**config.mk**
```make
export PLATFORM = sky130hd
export DESIGN_NAME = int_to_float_arbiter_flat
export DESIGN_NICKNAME = d
export VERILOG_FILES = /design/src/rtl/int_to_float_arbiter_pkg.sv /design/src/rtl/int_to_float_arbiter_if.sv /design/src/rtl/int_to_float_arbiter_core.sv /design/src/rtl/int_to_float_arbiter.sv /design/src/flat_wrapper.sv
export SDC_FILE = /design/constraint.sdc
export NUM_CORES = 1
export LEC_CHECK = 0
export ABC_AREA = 1
export BUFFER_PORTS_ARGS = -buffer_cell sky130_fd_sc_hd__buf_2
export CORE_MARGIN = 4
export CORE_UTILIZATION = 44
export CTS_BUF_LIST = sky130_fd_sc_hd__clkbuf_16
export DETAILED_ROUTE_END_ITERATION = 6
export GPL_TIMING_DRIVEN = 0
export PLACE_DENSITY = 0.68
export SETUP_SLACK_MARGIN = 0.2
export SLEW_MARGIN = 10
export SYNTH_ARGS = -nofsm -noshare
export SYNTH_HDL_FRONTEND = slang
export SYNTH_SLANG_ARGS = --single-unit
```
**constraint.sdc**
```tcl
create_clock -name clk -period 3.95 [get_ports clk]
set_input_delay 0.1975 -clock clk [delete_from_list [all_inputs] [get_ports clk]]
set_output_delay 0.1975 -clock clk [all_outputs]
set_load 0.005 [all_outputs]
```
**src/rtl/int_to_float_arbiter_pkg.sv**
```systemverilog
// Shared constants and types for the int32 -> fp32 arbiter slice.
package int_to_float_arbiter_pkg;

  localparam int          FP32_EXP_BIAS = 127;
  localparam int          FP32_MANT_W   = 23;
  localparam int          FP32_EXP_W    = 8;
  localparam logic [31:0] FP32_ZERO     = 32'h0;

  // Field view of a single-precision value, MSB first.
  typedef struct packed {
    logic                   sign;
    logic [FP32_EXP_W-1:0]  exp;
    logic [FP32_MANT_W-1:0] mant;
  } fp32_t;

  // Magnitude of a two's-complement int32 as unsigned; 0x80000000 maps to 2^31.
  function automatic logic [31:0] abs_int32(input logic [31:0] a);
    return a[31] ? (~a + 32'd1) : a;
  endfunction

endpackage

```
**src/rtl/int_to_float_arbiter_if.sv**
```systemverilog
// Request lanes plus result channel of the shared converter.
interface int_to_float_arbiter_if #(
  parameter int NREQ = 4,
  parameter int ID_W = $clog2(NREQ)
);
  logic [NREQ-1:0]    req_valid;
  logic [NREQ*32-1:0] req_data;
  logic [NREQ-1:0]    req_ready;
  logic               out_valid;
  logic [31:0]        out_data;
  logic [ID_W-1:0]    out_id;
  logic               out_ready;

  // Producers and result consumer.
  modport master (
    output req_valid, req_data, out_ready,
    input  req_ready, out_valid, out_data, out_id
  );

  // The shared converter.
  modport slave (
    input  req_valid, req_data, out_ready,
    output req_ready, out_valid, out_data, out_id
  );
endinterface

```
**src/rtl/int_to_float_arbiter_core.sv**
```systemverilog
// Combinational int32 -> IEEE-754 single conversion, truncating toward zero.
module int_to_float_core
  import int_to_float_arbiter_pkg::*;
(
  input  logic [31:0] i_int,
  output logic [31:0] o_float
);

  logic                   w_sign;
  logic [31:0]            w_mag;
  logic [4:0]             w_lead;
  logic [FP32_MANT_W-1:0] w_mant;
  fp32_t                  w_fp;

  assign w_sign = i_int[31];
  assign w_mag  = abs_int32(i_int);

  // Leading-one detect: the highest set bit wins because it is assigned last.
  always_comb begin
    // NOTE: every always_comb output gets a default first so no path leaves it unassigned (no latch).
    w_lead = '0;
    for (int b = 0; b < 32; b++) begin
      if (w_mag[b]) w_lead = 5'(b);
    end
  end

  // Left-align the leading one at bit 31, keep the 23 bits below it; lower bits are dropped.
  assign w_mant = FP32_MANT_W'((w_mag << (5'd31 - w_lead)) >> 8);

  // Pack the fields; zero has no leading one and maps to +0.
  always_comb begin
    w_fp.sign = w_sign;
    w_fp.exp  = FP32_EXP_W'(FP32_EXP_BIAS) + FP32_EXP_W'(w_lead);
    w_fp.mant = w_mant;
    o_float   = (w_mag == 32'd0) ? FP32_ZERO : w_fp;
  end

endmodule

```
**src/rtl/int_to_float_arbiter.sv**
```systemverilog
// Round-robin arbiter feeding one shared int->float converter through a
// two-stage valid/ready pipeline; results carry the requester index.
module int_to_float_arbiter
  import int_to_float_arbiter_pkg::*;
#(
  parameter int NREQ = 4,
  parameter int ID_W = $clog2(NREQ)
) (
  input  logic                   clk,
  input  logic                   rst,
  int_to_float_arbiter_if.slave  bus,
  output logic                   busy,
  output logic [31:0]            conv_count
);

  localparam int SUM_W = ID_W + 1;

  logic [ID_W-1:0]  r_ptr;
  logic             r_s1_valid;
  logic [31:0]      r_s1_data;
  logic [ID_W-1:0]  r_s1_id;
  logic             r_s2_valid;
  logic [31:0]      r_s2_data;
  logic [ID_W-1:0]  r_s2_id;
  logic [31:0]      r_conv_count;

  logic             w_adv1;
  logic             w_adv2;
  logic [NREQ-1:0]  w_rot;
  logic             w_grant_vld;
  logic [ID_W-1:0]  w_off;
  logic [SUM_W-1:0] w_sum;
  logic [ID_W-1:0]  w_winner;
  logic             w_grant;
  logic [NREQ-1:0]  w_req_ready;
  logic [31:0]      w_sel_data;
  logic [31:0]      w_conv;

  // Stage 2 frees when empty or drained; stage 1 frees when empty or moving on.
  assign w_adv2 = !r_s2_valid || bus.out_ready;
  assign w_adv1 = !r_s1_valid || w_adv2;

  // Rotate requests so bit 0 is the lane the pointer currently favours.
  assign w_rot = NREQ'({bus.req_valid, bus.req_valid} >> r_ptr);

  // Lowest set bit of the rotated vector is the round-robin winner offset.
  always_comb begin
    w_grant_vld = 1'b0;
    w_off       = '0;
    for (int k = NREQ - 1; k >= 0; k--) begin
      if (w_rot[k]) begin
        w_grant_vld = 1'b1;
        w_off       = ID_W'(k);
      end
    end
  end

  // Undo the rotation: winner = (ptr + offset) mod NREQ.
  assign w_sum    = {1'b0, r_ptr} + {1'b0, w_off};
  assign w_winner = (w_sum >= SUM_W'(NREQ)) ? ID_W'(w_sum - SUM_W'(NREQ)) : ID_W'(w_sum);
  assign w_grant  = rst && w_adv1 && w_grant_vld;

  // One-hot ready on the winner; silent while in reset or while stage 1 is stuck.
  always_comb begin
    w_req_ready = '0;
    if (w_grant) w_req_ready[w_winner] = 1'b1;
  end

  // Operand of the winning lane.
  always_comb begin
    w_sel_data = '0;
    for (int k = 0; k < NREQ; k++) begin
      if (w_winner == ID_W'(k)) w_sel_data = bus.req_data[32*k +: 32];
    end
  end

  // Round-robin pointer moves just past each winner.
  always_ff @(posedge clk or negedge rst) begin
    // NOTE: clocked state is written with <= so every register samples pre-edge values.
    if (!rst) begin
      r_ptr <= '0;
    end else if (w_grant) begin
      r_ptr <= (w_winner == ID_W'(NREQ - 1)) ? '0 : w_winner + 1'b1;
    end
  end

  // Stage 1: granted operand and its tag.
  always_ff @(posedge clk or negedge rst) begin
    // NOTE: the data/tag registers are reset too, so outputs read 0 after reset rather than X.
    if (!rst) begin
      r_s1_valid <= 1'b0;
      r_s1_data  <= '0;
      r_s1_id    <= '0;
    end else if (w_adv1) begin
      r_s1_valid <= w_grant;
      if (w_grant) begin
        r_s1_data <= w_sel_data;
        r_s1_id   <= w_winner;
      end
    end
  end

  int_to_float_core u_core (
    .i_int   (r_s1_data),
    .o_float (w_conv)
  );

  // Stage 2: converted result; held unchanged while the consumer stalls.
  always_ff @(posedge clk or negedge rst) begin
    if (!rst) begin
      r_s2_valid <= 1'b0;
      r_s2_data  <= '0;
      r_s2_id    <= '0;
    end else if (w_adv2) begin
      r_s2_valid <= r_s1_valid;
      if (r_s1_valid) begin
        r_s2_data <= w_conv;
        r_s2_id   <= r_s1_id;
      end
    end
  end

  // Count results taken by the consumer; wraps naturally.
  always_ff @(posedge clk or negedge rst) begin
    if (!rst) begin
      r_conv_count <= '0;
    end else if (r_s2_valid && bus.out_ready) begin
      r_conv_count <= r_conv_count + 32'd1;
    end
  end

  assign bus.req_ready = w_req_ready;
  assign bus.out_valid = r_s2_valid;
  assign bus.out_data  = r_s2_data;
  assign bus.out_id    = r_s2_id;
  assign busy          = r_s1_valid || r_s2_valid;
  assign conv_count    = r_conv_count;

endmodule
```
**src/flat_wrapper.sv**
```systemverilog
// flat-port wrapper written by rule: the top's interface ports become plain ports
module int_to_float_arbiter_flat import int_to_float_arbiter_pkg::*;
#(
  parameter int NREQ = 4,
  parameter int ID_W = $clog2(NREQ)
)
  (clk, rst, busy, conv_count, bus_req_valid, bus_req_data, bus_out_ready, bus_req_ready, bus_out_valid, bus_out_data, bus_out_id);
  int_to_float_arbiter_if #(.NREQ(NREQ), .ID_W(ID_W)) bus_i ();
  input  logic clk;
  input  logic rst;
  output logic busy;
  output logic [31:0] conv_count;
  input wire logic [$bits(bus_i.req_valid)-1:0] bus_req_valid;
  input wire logic [$bits(bus_i.req_data)-1:0] bus_req_data;
  input wire logic [$bits(bus_i.out_ready)-1:0] bus_out_ready;
  output wire logic [$bits(bus_i.req_ready)-1:0] bus_req_ready;
  output wire logic [$bits(bus_i.out_valid)-1:0] bus_out_valid;
  output wire logic [$bits(bus_i.out_data)-1:0] bus_out_data;
  output wire logic [$bits(bus_i.out_id)-1:0] bus_out_id;
  assign bus_i.req_valid = bus_req_valid;
  assign bus_i.req_data = bus_req_data;
  assign bus_i.out_ready = bus_out_ready;
  assign bus_req_ready = bus_i.req_ready;
  assign bus_out_valid = bus_i.out_valid;
  assign bus_out_data = bus_i.out_data;
  assign bus_out_id = bus_i.out_id;
  int_to_float_arbiter #(.NREQ(NREQ), .ID_W(ID_W)) u_core (.clk(clk), .rst(rst), .bus(bus_i), .busy(busy), .conv_count(conv_count));
endmodule
```
==> flow_metrics.py, run 1 <==
metrics = {
    "clocking": {
        "clk_path_buf_depth": 2,
        "cts.sink_count": 104,
        "cts_max_level": 3,
        "clk_latency_ps": 360,
        "clock_tree.root_cell": "clkbuf_16",
        "clk_pin_slew_ps": 80,
        "cts_tree": "done",
        "numCtsBuffers": 9,
    },
    "global_routing": {
        "grt_use_total_pct": 25.6,
        "grt_pass1_wl_mm": 42.7,
        "first_global_vias": 8572,
        "grt_max_degree": 58,
        "antenna_found_initial": 0,
        "grt_overflow": 0,
    },
    "logic_synthesis": {
        "ys_seq_area_share_pct": 32.0,
        "yosys_warnings": 0,
        "synth-seq-cells": 104,
        "synth_area_per_cell_um2": 6.45,
        "synth_cells": 1263,
        "ys_types": 39,
        "synthTopCellsByCount": "nand2_1 (375), nand3_1 (237), inv_1 (113), dfrtp_1 (104), o21ai_0 (98)",
        "synth_async_sr_flop_share_pct": 100,
        "synth_top_area_share_pct": 32.0,
        "yosys_most_used_dff": "dfrtp_1",
        "syn-num-nets": 1407,
        "ys_top_cells_by_area": "dfrtp_1 (32%), nand2_1 (17%), nand3_1 (15%), o21ai_0 (6.0%), inv_1 (5.2%)",
        "synth-edff-count": 0,
        "yosys.area.top_type": "dfrtp_1",
        "syn_area_um2": 8150,
        "synth.most_common_cell": "nand2_1",
    },
    "route": {
        "routed_wl_mm": 28.0,
        "ant_nets": 0,
        "first_iter_violations": 676,
        "num_vias": 9384,
        "routed_via_density": 5.34,
        "post_drt_wl_per_cell_um": 15.9,
        "first_pass_iters": 5,
        "drcViolationCount": 0,
    },
    "place": {
        "gp_congestion": 0.948,
        "placed_cells": 1699,
        "hpwl_mm": 21.8,
        "placed_area_um2": 9500,
        "port_buffers": 206,
        "pre_cts_slack_ps": -262,
    },
    "worst_setup_path": {
        "cp.arrival_ps": 4140,
        "worstSetupPathType": "flop to flop",
        "r2r-start": "u_core.r_s1_data[1]$_DFFE_PN0P_",
        "end_kind": "flop",
        "cp_max_fo": 4,
        "critPathRequiredTime_ps": 4250,
        "r2r-end": "u_core.bus.out_data[14]$_DFFE_PN0P_",
        "crit_top_cell": "buf_4",
        "startpoint_type": "flop",
        "crit_slowest_cell": "dfrtp_1",
        "slowest_delay_ps": 420,
        "regToRegSetupSlack_ps": 110,
        "ff2ff_path_depth": 28,
    },
    "hold_path": {
        "hp-start": "bus_req_data[108]",
        "whs_endpoint": "u_core.r_s1_data[12]$_DFFE_PN0P_",
        "hold_class": "input pin to flop",
        "hold_depth": 3,
    },
    "run_status": {
        "status": "finished, final reports clean",
    },
    "cells_and_area": {
        "antennaDiodeCount": 0,
        "fill_cells": 1709,
        "drive_gt1_share_pct": 32.1,
        "finish.instance_area_um2": 11200,
        "seqCellArea_um2": 2600,
        "finalNonFillerCells": 1758,
        "multiInputGateArea_um2": 5710,
        "syn2layout_area_growth_pct": 37.2,
        "nets": 1668,
    },
    "floorplan": {
        "start_util_pct": 45.0,
        "die_x_um": 144,
        "ios": 207,
        "die_y_um": 144,
        "core_um2": 18100,
        "dieArea_um2": 20800,
        "num_rows": 49,
    },
    "timing": {
        "fmax_mhz": 261,
        "relSlewSlack_pct": 60.1,
        "finalHoldWorstSlack_ps": 81.9,
        "worst_pin_slew_ps": 598,
        "setup_viol": 0,
        "fin_crit_sh_pct": 97.1,
        "final_hold_viol_count": 0,
        "slew_viol_final": 0,
        "postLayoutSetupSlackWorst_ps": 114,
        "finalCriticalPeriod_ps": 3840,
        "rsz0062_at_grt": "true",
        "fin_skew_ps": 10.6,
    },
    "flow_run": {
        "cap_violations": 0,
    },
}
==> worst max-delay path: cells and delay by family (launching register included) <==
family	cells	cell delay [ps]
xor gates and xnor gates	1	170
and+or+nand+nor	11	1250
DFF	1	420
buffers and inverters	15	1770
adders and majority gates	1	150
==> cells in the final DEF (no fill, tap or decap), types with 3 or more instances in the layout <==
| cell type | count |
|---|---|
| nand2_1 | 323 |
| buf_2 | 218 |
| nand3_1 | 150 |
| inv_1 | 109 |
| dfrtp_1 | 103 |
| o21ai_0 | 90 |
| nand3_2 | 73 |
| nor2_1 | 65 |
| nand2_2 | 47 |
| xor2_1 | 39 |
| a21oi_1 | 37 |
| buf_4 | 34 |
| clkbuf_1 | 31 |
| o211ai_1 | 27 |
| nand3_4 | 14 |
| nor3_1 | 11 |
| clkbuf_16 | 11 |
| inv_2 | 10 |
| o21ai_1 | 10 |
| nand2_4 | 10 |
| clkbuf_2 | 9 |
| xnor2_1 | 8 |
| nor4_1 | 7 |
| buf_6 | 7 |
| xor2_2 | 6 |
| nand4_1 | 6 |
| o21ai_2 | 6 |
| ha_1 | 6 |
| nor2_2 | 5 |
| inv_8 | 5 |
| inv_4 | 3 |
| nor3_4 | 3 |
| o31ai_1 | 3 |
| buf_8 | 3 |
| a21oi_4 | 3 |
| ha_4 | 3 |
==> what timing repair did <==
action	4_1_cts	5_1_grt
buffers inserted	25	14
pin swaps	11	54
gates resized for setup	29	219
hold buffers	1	0
hold endpoints to repair	47	0
cloned	1	2
setup endpoints to repair	30	62
==> sequential cells by signal (all words and copies together), names as in the netlist <==
name / cells
u_core.r_s1_valid: 1
u_core.bus.out_data: 32
u_core.bus.out_valid: 1
u_core.r_ptr: 2
u_core.conv_count: 32
u_core.r_s1_data: 32
u_core.r_s1_id: 2
u_core.bus.out_id: 2
==> stage by stage <==
step / setup TNS, ps / util (%)
6_report: 0 / 61.8
5_1_grt: -1420 / 61.8
4_1_cts: 0 / 56.2
3_5_place_dp: -5080 / 52.5
3_3_place_gp: -3870 / 52.3
2_1_floorplan: 0 / -
==> final cells by class <==
type | instances | share of cell area (%)
multi-input cells | 972 | 51.1
flip-flops and latches | 104 | 23.3
repair buffers | 250 | 13.2
inverters | 124 | 4.23
plain buffers | 63 | 3.01
well taps | 229 | 2.56
clock buffers | 9 | 2.01
clock inverters | 7 | 0.627
==> per-layer routing <==
metal  GRT usage [%]  part of all wire (%)
met2            45.3                    49
met1            32.7                    42
met4            6.74                   2.8
met3            4.00                   6.1
met5               0                     0
==> worst max path at each step <==
stage	from	endpoint	slack, ps	depth (start not counted)
3_5_place_dp	u_core.r_s1_data[0]$_DFFE_PN0P_	u_core.bus.out_data[10]$_DFFE_PN0P_	-260	20
5_1_grt	u_core.r_s1_data[0]$_DFFE_PN0P_	u_core.bus.out_data[14]$_DFFE_PN0P_	-110	43
6_report	u_core.r_s1_data[1]$_DFFE_PN0P_	u_core.bus.out_data[14]$_DFFE_PN0P_	110	28
3_3_place_gp	u_core.r_s1_data[0]$_DFFE_PN0P_	u_core.bus.out_data[9]$_DFFE_PN0P_	-230	20
2_1_floorplan	u_core.r_s1_data[0]$_DFFE_PN0P_	u_core.bus.out_data[27]$_DFFE_PN0P_	640	35
4_1_cts	u_core.r_s1_data[0]$_DFFE_PN0P_	u_core.bus.out_data[20]$_DFFE_PN0P_	200	33
==> cells by family (layout without fill, tap and decap cells) <==
| logic type | Yosys count | in the layout | synth area share [%] |
|---|---|---|---|
| DFF | 104 | 104 | 32.0 |
| buffers and inverters | 187 | 453 | 9.25 |
| and+or+nand+nor | 727 | 727 | 39.0 |
| adders and majority gates | 9 | 9 | 1.38 |
| xor gates and xnor gates | 53 | 53 | 5.79 |
| AOI/OAI and AO/OA | 183 | 183 | 12.7 |
Power of run 1 is not shown: default switching activity piles up to over one toggle a cycle in this logic, so the estimate is an artifact.
==> inputs of run 2 (changes only) <==
- CORE_MARGIN: 4 -> unset
- CORE_UTILIZATION: 44 -> 55
- PLACE_DENSITY: 0.68 -> 0.82
==> flow_metrics.py, run 2 (synthesis results as in run 1) <==
metrics = {
    "route": {
        "routed_wl_mm": 28.3,
        "first_pass_iters": 7,
        "num_vias": 9741,
        "routed_via_density": 5.71,
        "post_drt_wl_per_cell_um": 16.6,
        "ant_nets": 0,
        "drcViolationCount": 0,
        "first_iter_violations": 719,
    },
    "cells_and_area": {
        "antennaDiodeCount": 0,
        "syn2layout_area_growth_pct": 35.1,
        "mostFrequentLayoutCell": "nand2_1",
        "drive_gt1_share_pct": 30.2,
        "nets": 1660,
        "layout_common_cells": "nand2_1 (329), buf_2 (218), nand3_1 (158), inv_1 (110), dfrtp_1 (103)",
        "finish.instance_area_um2": 11000,
        "finalNonFillerCells": 1705,
    },
    "timing": {
        "worst_pin_slew_ps": 634,
        "setup-tns-final_ps": 0,
        "setup_viol": 0,
        "final_hold_viol_count": 0,
        "slew_viol_final": 0,
        "fin_skew_ps": 10.4,
        "fmax_mhz": 258,
        "fin_crit_sh_pct": 98.1,
        "relSlewSlack_pct": 57.7,
        "rsz0062_at_grt": "true",
        "postLayoutSetupSlackWorst_ps": 75.1,
        "finalCriticalPeriod_ps": 3870,
    },
    "worst_setup_path": {
        "regToRegSetupSlack_ps": 80,
        "r2r-end": "u_core.bus.out_data[22]$_DFFE_PN0P_",
        "ff2ff_path_depth": 41,
        "slowest_delay_ps": 400,
        "crit_top_cell": "nand2_1",
        "worstSetupPathType": "flop to flop",
        "crit_family": "simple AND/OR/NAND/NOR gates",
        "startpoint_type": "flop",
        "path_buf_inv": 2,
        "cp_max_fo": 7,
        "end_kind": "flop",
        "r2r-start": "u_core.r_s1_data[1]$_DFFE_PN0P_",
        "critPathRequiredTime_ps": 4200,
        "crit_slowest_cell": "o21ai_0",
        "cp.arrival_ps": 4130,
    },
    "hold_path": {
        "hold_class": "input pin to flop",
        "hp-start": "bus_req_data[112]",
        "whs_endpoint": "u_core.r_s1_data[16]$_DFFE_PN0P_",
        "hold_depth": 3,
    },
    "floorplan": {
        "core_um2": 14500,
        "ios": 207,
        "dieArea_um2": 15300,
        "num_rows": 44,
        "die_y_um": 124,
        "die_x_um": 124,
        "start_util_pct": 56.3,
    },
    "clocking": {
        "cts_max_level": 3,
        "clk_latency_ps": 360,
        "clock_tree.root_cell": "clkbuf_16",
        "cts.sink_count": 104,
        "numCtsBuffers": 9,
        "clk_pin_slew_ps": 80,
        "clk_path_buf_depth": 2,
        "cts_tree": "done",
    },
    "place": {
        "port_buffers": 206,
        "gp_congestion": 0.997,
        "pre_cts_slack_ps": -185,
        "placed_area_um2": 9440,
        "hpwl_mm": 20.8,
        "placed_cells": 1654,
    },
    "global_routing": {
        "antenna_found_initial": 0,
        "grt_pass1_wl_mm": 40.8,
        "grt_use_total_pct": 34.5,
        "grt_overflow": 0,
        "grt_max_degree": 56,
        "first_global_vias": 8484,
    },
    "flow_run": {
        "cap_violations": 0,
    },
    "run_status": {
        "status": "finished, final reports clean",
    },
}
[run 2: final cells by class]
class                   count  area (um2)
repair buffers            241        1400
clock inverters             7        80.1
inverters                 124         473
fillers                  1160        3480
flip-flops and latches    104        2600
multi-input cells         973        5660
clock buffers               9         225
plain buffers              63         327
well taps                 184         230
[run 2: per-stage QoR]
stage	utilization, %	hold WS (ps)
floorplan	-	-98.1
global placement	65.0	444
detailed placement	65.2	262
CTS	68.7	81.8
global route	76.0	93.0
finish	76.0	83.6
[run 2: layer usage]
metal	track usage [%]	share of wire [%]	up-vias
li1	-	-	4660
met1	41.3	39	4470
met2	60.5	49	486
met3	4.12	6.4	125
met4	17.6	5.8	0
met5	0	0	-
[run 2: how the worst max path moves through the flow]
stage / from / endpoint / slack (ps) / cells after the start
2_1_floorplan: u_core.r_s1_data[0]$_DFFE_PN0P_ / u_core.bus.out_data[27]$_DFFE_PN0P_ / 640 / 35
3_3_place_gp: u_core.r_s1_data[0]$_DFFE_PN0P_ / u_core.bus.out_data[12]$_DFFE_PN0P_ / -190 / 20
3_5_place_dp: u_core.r_s1_data[0]$_DFFE_PN0P_ / u_core.bus.out_data[9]$_DFFE_PN0P_ / -180 / 21
4_1_cts: u_core.r_s1_data[1]$_DFFE_PN0P_ / u_core.bus.out_data[12]$_DFFE_PN0P_ / 200 / 20
5_1_grt: u_core.r_s1_data[1]$_DFFE_PN0P_ / u_core.bus.out_data[22]$_DFFE_PN0P_ / -360 / 40
6_report: u_core.r_s1_data[1]$_DFFE_PN0P_ / u_core.bus.out_data[22]$_DFFE_PN0P_ / 80 / 41
[run 2: worst reg2reg max path: cells and delay by family, from the launching register on]
kind	cells	cell delay, ps
adders and majority gates	1	180
DFF	1	390
buffers and inverters	2	280
and+or+nand+nor	37	2530
AOI/OAI and AO/OA	1	400
[run 2: what timing repair did]
action	4_1_cts	5_1_grt
hold buffers	1	0
gates resized for setup	24	196
hold endpoints to repair	50	0
setup buffers	13	15
pin swaps	6	49
gates cloned	0	6
setup endpoints to repair	29	56
Power of run 2 is left out for the same reason.
